File: src/rtl/synth_audio_pkg.sv
// rtl/synth_audio_pkg.sv - shared audio constants and channel encoding
// Purpose: default word widths and the LRCK channel encoding used by the
//          synth audio path.
// Ports:   none (package).
package synth_audio_pkg;

  localparam int DATA_WIDTH_DEF = 16;
  localparam int UNDERRUN_W_DEF = 8;

  // LRCK level meaning: low selects the left channel, high the right.
  typedef enum logic {
    CH_LEFT  = 1'b0,
    CH_RIGHT = 1'b1
  } channel_e;

endpackage

File: src/rtl/audio_edge_det.sv
// rtl/audio_edge_det.sv - registered level with rise/fall pulse detection
// Purpose: samples one AUDIO_CLK-synchronous control signal once and flags
//          its edges for one cycle.
// Ports:   AUDIO_CLK  in   system audio clock
//          iRST_N     in   asynchronous active-low reset
//          i_sig      in   signal to watch
//          o_level    out  registered copy of i_sig
//          o_rise     out  one-cycle pulse, previous 0 / current 1
//          o_fall     out  one-cycle pulse, previous 1 / current 0
module audio_edge_det (
  input  logic AUDIO_CLK,
  input  logic iRST_N,
  input  logic i_sig,
  output logic o_level,
  output logic o_rise,
  output logic o_fall
);

  logic r_cur;
  logic r_prev;

  always_ff @(posedge AUDIO_CLK or negedge iRST_N) begin
    if (!iRST_N) begin
      r_cur  <= 1'b0;
      r_prev <= 1'b0;
    end else begin
      r_cur  <= i_sig;
      r_prev <= r_cur;
    end
  end

  assign o_level = r_cur;
  assign o_rise  = r_cur & ~r_prev;
  assign o_fall  = ~r_cur & r_prev;

endmodule

File: src/rtl/audio_dac_serializer.sv
// rtl/audio_dac_serializer.sv - I2S DAC serializer with one-pair holding buffer
// Purpose: shifts stereo samples out MSB first on BCK falling edges with the
//          I2S one-bit delay after each LRCK change; tracks underruns.
// Ports:   AUDIO_CLK      in   system audio clock
//          iRST_N         in   asynchronous active-low reset
//          iAUD_BCK       in   bit clock (AUDIO_CLK-synchronous)
//          iLRCK          in   word clock, 0 = left, 1 = right
//          iSAMPLE_L/R    in   stereo pair, two's complement
//          iSAMPLE_VALID  in   producer offers a pair
//          oSAMPLE_READY  out  holding buffer empty
//          iMUTE          in   zero both words of the frame starting now
//          oAUD_DACDAT    out  serial data
//          oFRAME_START   out  pulse on each left-channel load
//          oUNDERRUN      out  pulse on a frame start with empty buffer
//          oUNDERRUN_CNT  out  saturating underrun count
module audio_dac_serializer
  import synth_audio_pkg::*;
#(
  parameter int DATA_WIDTH = DATA_WIDTH_DEF,
  parameter int UNDERRUN_W = UNDERRUN_W_DEF
) (
  input  logic                  AUDIO_CLK,
  input  logic                  iRST_N,
  input  logic                  iAUD_BCK,
  input  logic                  iLRCK,
  input  logic [DATA_WIDTH-1:0] iSAMPLE_L,
  input  logic [DATA_WIDTH-1:0] iSAMPLE_R,
  input  logic                  iSAMPLE_VALID,
  output logic                  oSAMPLE_READY,
  input  logic                  iMUTE,
  output logic                  oAUD_DACDAT,
  output logic                  oFRAME_START,
  output logic                  oUNDERRUN,
  output logic [UNDERRUN_W-1:0] oUNDERRUN_CNT
);

  logic w_bck_fall;
  logic w_bck_level_unused;
  logic w_bck_rise_unused;
  logic w_lrck;
  logic w_lrck_rise_unused;
  logic w_lrck_fall_unused;

  audio_edge_det u_bck_det (
    .AUDIO_CLK (AUDIO_CLK),
    .iRST_N    (iRST_N),
    .i_sig     (iAUD_BCK),
    .o_level   (w_bck_level_unused),
    .o_rise    (w_bck_rise_unused),
    .o_fall    (w_bck_fall)
  );

  audio_edge_det u_lrck_det (
    .AUDIO_CLK (AUDIO_CLK),
    .iRST_N    (iRST_N),
    .i_sig     (iLRCK),
    .o_level   (w_lrck),
    .o_rise    (w_lrck_rise_unused),
    .o_fall    (w_lrck_fall_unused)
  );

  logic                  r_lrck_latched;
  logic [DATA_WIDTH-1:0] r_shreg;
  logic [DATA_WIDTH-1:0] r_act_l;
  logic [DATA_WIDTH-1:0] r_act_r;
  logic [DATA_WIDTH-1:0] r_buf_l;
  logic [DATA_WIDTH-1:0] r_buf_r;
  logic                  r_buf_full;
  logic                  r_dacdat;
  logic                  r_frame_start;
  logic                  r_underrun;
  logic [UNDERRUN_W-1:0] r_underrun_cnt;

  // A boundary is judged against the LRCK seen at the previous bit event,
  // not against LRCK edges, so LRCK glitches between bit events are ignored.
  logic w_boundary;
  logic w_left_bnd;
  logic w_right_bnd;
  logic w_accept;

  assign w_boundary  = w_bck_fall & (w_lrck != r_lrck_latched);
  assign w_left_bnd  = w_boundary & (w_lrck == CH_LEFT);
  assign w_right_bnd = w_boundary & (w_lrck == CH_RIGHT);
  assign w_accept    = iSAMPLE_VALID & ~r_buf_full;

  always_ff @(posedge AUDIO_CLK or negedge iRST_N) begin
    if (!iRST_N) begin
      r_lrck_latched <= 1'b0;
      r_shreg        <= '0;
      r_act_l        <= '0;
      r_act_r        <= '0;
      r_buf_l        <= '0;
      r_buf_r        <= '0;
      r_buf_full     <= 1'b0;
      r_dacdat       <= 1'b0;
      r_frame_start  <= 1'b0;
      r_underrun     <= 1'b0;
      r_underrun_cnt <= '0;
    end else begin
      r_frame_start <= 1'b0;
      r_underrun    <= 1'b0;

      if (w_bck_fall) begin
        r_lrck_latched <= w_lrck;
        if (w_boundary) begin
          // I2S delay slot: the new word's MSB goes out on the next event.
          r_dacdat <= 1'b0;
        end else begin
          r_dacdat <= r_shreg[DATA_WIDTH-1];
          r_shreg  <= {r_shreg[DATA_WIDTH-2:0], 1'b0};
        end
      end

      if (w_right_bnd) begin
        r_shreg <= r_act_r;
      end

      if (w_left_bnd) begin
        r_frame_start <= 1'b1;
        if (iMUTE) begin
          // Muted frame still drains the buffer but is never an underrun.
          r_act_l    <= '0;
          r_act_r    <= '0;
          r_shreg    <= '0;
          r_buf_full <= 1'b0;
        end else if (r_buf_full) begin
          r_act_l    <= r_buf_l;
          r_act_r    <= r_buf_r;
          r_shreg    <= r_buf_l;
          r_buf_full <= 1'b0;
        end else begin
          r_act_l    <= '0;
          r_act_r    <= '0;
          r_shreg    <= '0;
          r_underrun <= 1'b1;
          if (r_underrun_cnt != {UNDERRUN_W{1'b1}}) begin
            r_underrun_cnt <= r_underrun_cnt + 1'b1;
          end
        end
      end

      // Placed last: a pair accepted on an underrun frame start is held
      // for the following frame.
      if (w_accept) begin
        r_buf_l    <= iSAMPLE_L;
        r_buf_r    <= iSAMPLE_R;
        r_buf_full <= 1'b1;
      end
    end
  end

  assign oSAMPLE_READY = ~r_buf_full;
  assign oAUD_DACDAT   = r_dacdat;
  assign oFRAME_START  = r_frame_start;
  assign oUNDERRUN     = r_underrun;
  assign oUNDERRUN_CNT = r_underrun_cnt;

endmodule

File: config.mk
export PLATFORM = sky130hd
export DESIGN_NAME = audio_dac_serializer
export DESIGN_NICKNAME = d
export VERILOG_FILES = /design/src/rtl/synth_audio_pkg.sv /design/src/rtl/audio_edge_det.sv /design/src/rtl/audio_dac_serializer.sv
export SDC_FILE = /design/constraint.sdc
export NUM_CORES = 1
export LEC_CHECK = 0
export ABC_CLOCK_PERIOD_IN_PS = 2100
export BUFFER_PORTS_ARGS = -buffer_cell sky130_fd_sc_hd__buf_2
export CAP_MARGIN = 30
export CORE_MARGIN = 3
export CORE_UTILIZATION = 57
export DETAILED_ROUTE_END_ITERATION = 8
export PLACE_DENSITY = 0.77
export SLEW_MARGIN = 20
export SYNTH_ARGS = -nofsm -noshare
export SYNTH_HDL_FRONTEND = slang
export SYNTH_HIERARCHICAL = 1
export SYNTH_SLANG_ARGS = --single-unit
File: constraint.sdc
create_clock -name AUDIO_CLK -period 2.1 [get_ports AUDIO_CLK]
set_input_delay 0.105 -clock AUDIO_CLK [delete_from_list [all_inputs] [get_ports AUDIO_CLK]]
set_output_delay 0.105 -clock AUDIO_CLK [all_outputs]
set_load 0.02 [all_outputs]
---- Word-level counts from Yosys, hierarchy flattened ----
Cells that the tools add are included.
cells by class
  add/subtract/negate cells ............... 1
  equal/unequal tests ..................... 3
  bitwise gates (word level) .............. 9
  multiplexer cells ....................... 15
  reductions and logical operators ........ 4
operators with widths
  cell                                                             number
  16-bit 2-to-1 mux                                                8
  8-bit by 1-bit adder with 8-bit output, second input constant    1
  8-bit != test, second input constant                             1
  1-bit 2-to-1 mux                                                 7
  1-bit bitwise AND                                                5
  1-bit NOT                                                        4
  4-bit AND reduction                                              1
  3-bit by 1-bit != test with 1-bit output, second input constant  1
  3-bit nonzero test                                               1
  2-bit AND reduction                                              1
  2-bit nonzero test                                               1
  1-bit != test                                                    1
storage, ports and cells
  bits of input ports ..................... 38
  output and inout bits ................... 12
  flip-flop bits (word level) ............. 80
  word-level logic and storage cells ...... 45

---- Logic depth before layout (Yosys ltp) ----
  depth after elaboration ................. 7
  depth in mapped cells ................... 6
  gate-level depth less buffers ........... 6

---- Modules after synthesis ----
Netlist, hierarchy kept.
modules (own cells, without submodules)
  module                cells an instance  area each (um^2)  times used
  audio_dac_serializer  297                3554.7            1
  audio_edge_det        4                  65.1              2

---- Worst setup path after synthesis ----
No wires, ideal clock.
  path type ............................... register -> register
  start ................................... register r_underrun_cnt[0] (netlist: oUNDERRUN_CNT[0])
  end ..................................... register r_underrun_cnt[1] (netlist: oUNDERRUN_CNT[1])
  path slack .............................. 543 ps
  data required time ...................... 1972 ps
  data arrival time ....................... 1430 ps
  setup time .............................. 128 ps
  stages on the path, launching flop included .. 5
  path buffers ............................ 0
  period minus slack after synthesis ...... 1557 ps
  cell sequence ........................... dfrtp_1 -> ha_1 -> nand3_1 -> o211ai_4 -> mux2_1
between the ends
  word-level cells in the longest chain between the ends .. 2
ends and longest elaborated chain
  what                                                                            RTL line                     text
  from (decl)                                                                     audio_dac_serializer.sv:72   logic [UNDERRUN_W-1:0] r_underrun_cnt;
  from (signal assigned)                                                          audio_dac_serializer.sv:137  r_underrun_cnt <= r_underrun_cnt + 1'b1;
  branches (longest 2 deep; another with 8-bit by 1-bit adder with 8-bit output)  -
Parallel ways; which one is timed is not known.
A chain may end at the register's enable or synchronous reset.

---- Worst setup path in the final report ----
  start ................................... register r_lrck_latched
  end ..................................... register r_underrun_cnt[1] (netlist: oUNDERRUN_CNT[1])
between the ends
  word-level cells in the longest chain between the ends .. 4
ends and longest elaborated chain
  what                                  RTL line                     text
  from (decl)                           audio_dac_serializer.sv:62   logic r_lrck_latched;
  from (signal assigned)                audio_dac_serializer.sv:104  r_lrck_latched <= w_lrck;
  1-bit != test                         audio_dac_serializer.sv:81   assign w_boundary = w_bck_fall & (w_lrck != r_lrck_latched);
  1-bit bitwise AND                     audio_dac_serializer.sv:81
  1-bit bitwise AND                     audio_dac_serializer.sv:82   assign w_left_bnd = w_boundary & (w_lrck == CH_LEFT);
  4-bit AND reduction (no source line)  -
Every way passes these cells.

==> results.yml <==
worst_setup_path:
  cp_data_required_time_ns: 2.35
  cpPeakStageDelay_ns: 0.66
  cp_max_fo: 19
  critPathArrivalTime_ns: 2.00
  cp_slowest_cell: "dfrtp_1"
  reg2reg_depth: 4
  startpoint_type: "register"
  path_cells: "nand3b_4, inv_2, o211ai_4, mux2_1"
  critical_path_class: "register to register"
  end_kind: "register"
cells_and_area:
  area_growth_pct: 23.5
  num-nets-final: 426
  post-route-util_pct: 74.1
  drive_gt1_share_pct: 25.0
  final_common_cell: "dfrtp_1"
  num_antenna_cells: 0
  final_cell_mix: "dfrtp_1, buf_2, mux2_1, nand2_1, dlygate4sd3_1"
floorplan:
  num_rows: 28
  start_util_pct: 60.0
  die_h_um: 85.9
  die_area_mm2: 0.00738
  core_area_mm2: 0.00606
  boundaryPins: 50
  die_x_um: 85.9
clock_network:
  cts-buffers-inserted: 9
  cts_setup_buffers: 0
  ctsResizeCount: 0
  insertion_delay_ns: 0.36
  cts_buffer_depth: 2
  h-tree-depth: 3
  tritoncts: "built"
  clock-root-buffer: "clkbuf_8"
  clk_pin_slew_worst_paths_ns: 0.09
  cts_sinks: 80
sta:
  fin_crit_ns: 1.75
  min_period_over_period_pct: 83.5
  setup_tns_ns: 0
  setup_viol: 0
  hold_viol: 0
  drv_slew: 0
  clock_skew_ns: 0.0130
  fin_hold_ws_ns: 0.0204
  max_freq_mhz: 570
  worst_pin_slew_ns: 0.499
  rsz0062_at_grt: "no"
  slew-limit-headroom_pct: 66.8
grt:
  track_usage_pct: 22.1
  grt_max_degree: 51
  grt_pass1_wl_um: 12500
  overflow: 0
  grt_pass1_vias: 2534
  antenna_found_initial: 0
run:
  max_cap_violations: 0
synth:
  syn_avg_cell_area_um2: 12.1
  synth_cells: 301
  synthesis.nets: 340
  yosysWarnings: 6
  syn_area_mm2: 0.00364
place:
  io_buffers: 49
  detailed_place_hpwl_um: 4770
  gp_congestion: 0.751
route:
  top_layer: "met4"
  met1_length_um: 3490
  ant_nets: 0
  drc: 0
  drt-total-wl_um: 7420
  wl_met3_um: 343
  vias_per_cell: 5.44
  wire_per_inst_um: 15.9
  num_vias: 2539
  wl_met2_um: 3470
  dr.first_iter.drc_count: 122
  first_pass_iters: 4
pwr:
  p_clk_share_pct: 21.9
  p_leak_nw: 2.11
  switchingPower_w: 0.00159
  peakVddDrop_mv: 0.694
  seqPwrFrac_pct: 52.3
  p_int_w: 0.00325
  pwr-share-comb_pct: 25.8
  pwr_density_cell_mw_per_mm2: 1080
  swShare_pct: 32.9
run_status:
  status: "finished clean"
worst_hold_path:
  holdPathStages: 2
  min_path_type: "primary input to register"
[timing repair]
item | in CTS | in global routing
endpoints found under the setup margin | 0 | 0
endpoints found under the hold margin | 64 | 0
hold buffers | 35 | 0
[layer usage]
metal / up-vias / track usage [%]
li1: 1233 / -
met2: 72 / 34.4
met1: 1226 / 30.9
met4: 0 / 7.77
met5: - / 0
met3: 8 / 4.80
[power by group through the flow]
stage               Sequential [W]  Clock, W  Combinational, W
global route               0.00260   0.00116           0.00142
floorplan                  0.00241         0          0.000953
detailed placement         0.00255         0           0.00120
CTS                        0.00253   0.00108           0.00126
global placement           0.00252         0           0.00114
finish                     0.00253   0.00106           0.00125
[worst paths after layout]
path                                     to  slack, ns               from
max                        oUNDERRUN_CNT[1]       0.35     r_lrck_latched
min                               oUNDERRUN       0.02              iMUTE
max reg2reg                oUNDERRUN_CNT[1]       0.35     r_lrck_latched
min reg2reg                u_bck_det/r_prev       0.38  u_bck_det/o_level
max in group asynchronous       r_shreg[13]       1.30             iRST_N
min in group asynchronous        r_buf_r[0]       0.22             iRST_N
[per-stage QoR]
stage | cell area, um2 | std cells | power [W] | setup WS [ns]
floorplan | 3640 | 301 | 0.00336 | 0.543
global placement | 3960 | 416 | 0.00366 | 0.421
detailed placement | 3960 | 416 | 0.00376 | 0.371
CTS | 4490 | 467 | 0.00487 | 0.354
global route | 4490 | 467 | 0.00518 | 0.216
finish | 4490 | 467 | 0.00485 | 0.347
[registers in the layout, indices dropped and copies added, names as in the netlist]
signal	cells
u_lrck_det/o_level	1
oFRAME_START	1
u_bck_det/r_prev	1
oUNDERRUN	1
r_act_r	16
r_buf_l	16
r_buf_r	16
r_lrck_latched	1
r_shreg	16
oUNDERRUN_CNT	8
r_buf_full	1
oAUD_DACDAT	1
u_bck_det/o_level	1
[final cells by class]
| type | instances | area (um2) |
|---|---|---|
| sequential | 80 | 2000 |
| fill | 413 | 1570 |
| multi-input combinational | 196 | 1490 |
| timing repair buffer | 94 | 698 |
| clock buffer | 9 | 124 |
| tap | 75 | 93.8 |
| clock inverter | 7 | 61.3 |
| inverter | 6 | 22.5 |
[worst max-delay path, delay by kind of cell, from the launching register on]
kind	cells	cell delay, ns
DFF	1	0.66
muxes	1	0.33
and+or+nand+nor	1	0.16
buffers and inverters	1	0.31
AOI/OAI and AO/OA	1	0.17
Note: power is estimated with default switching activity, not from simulation.
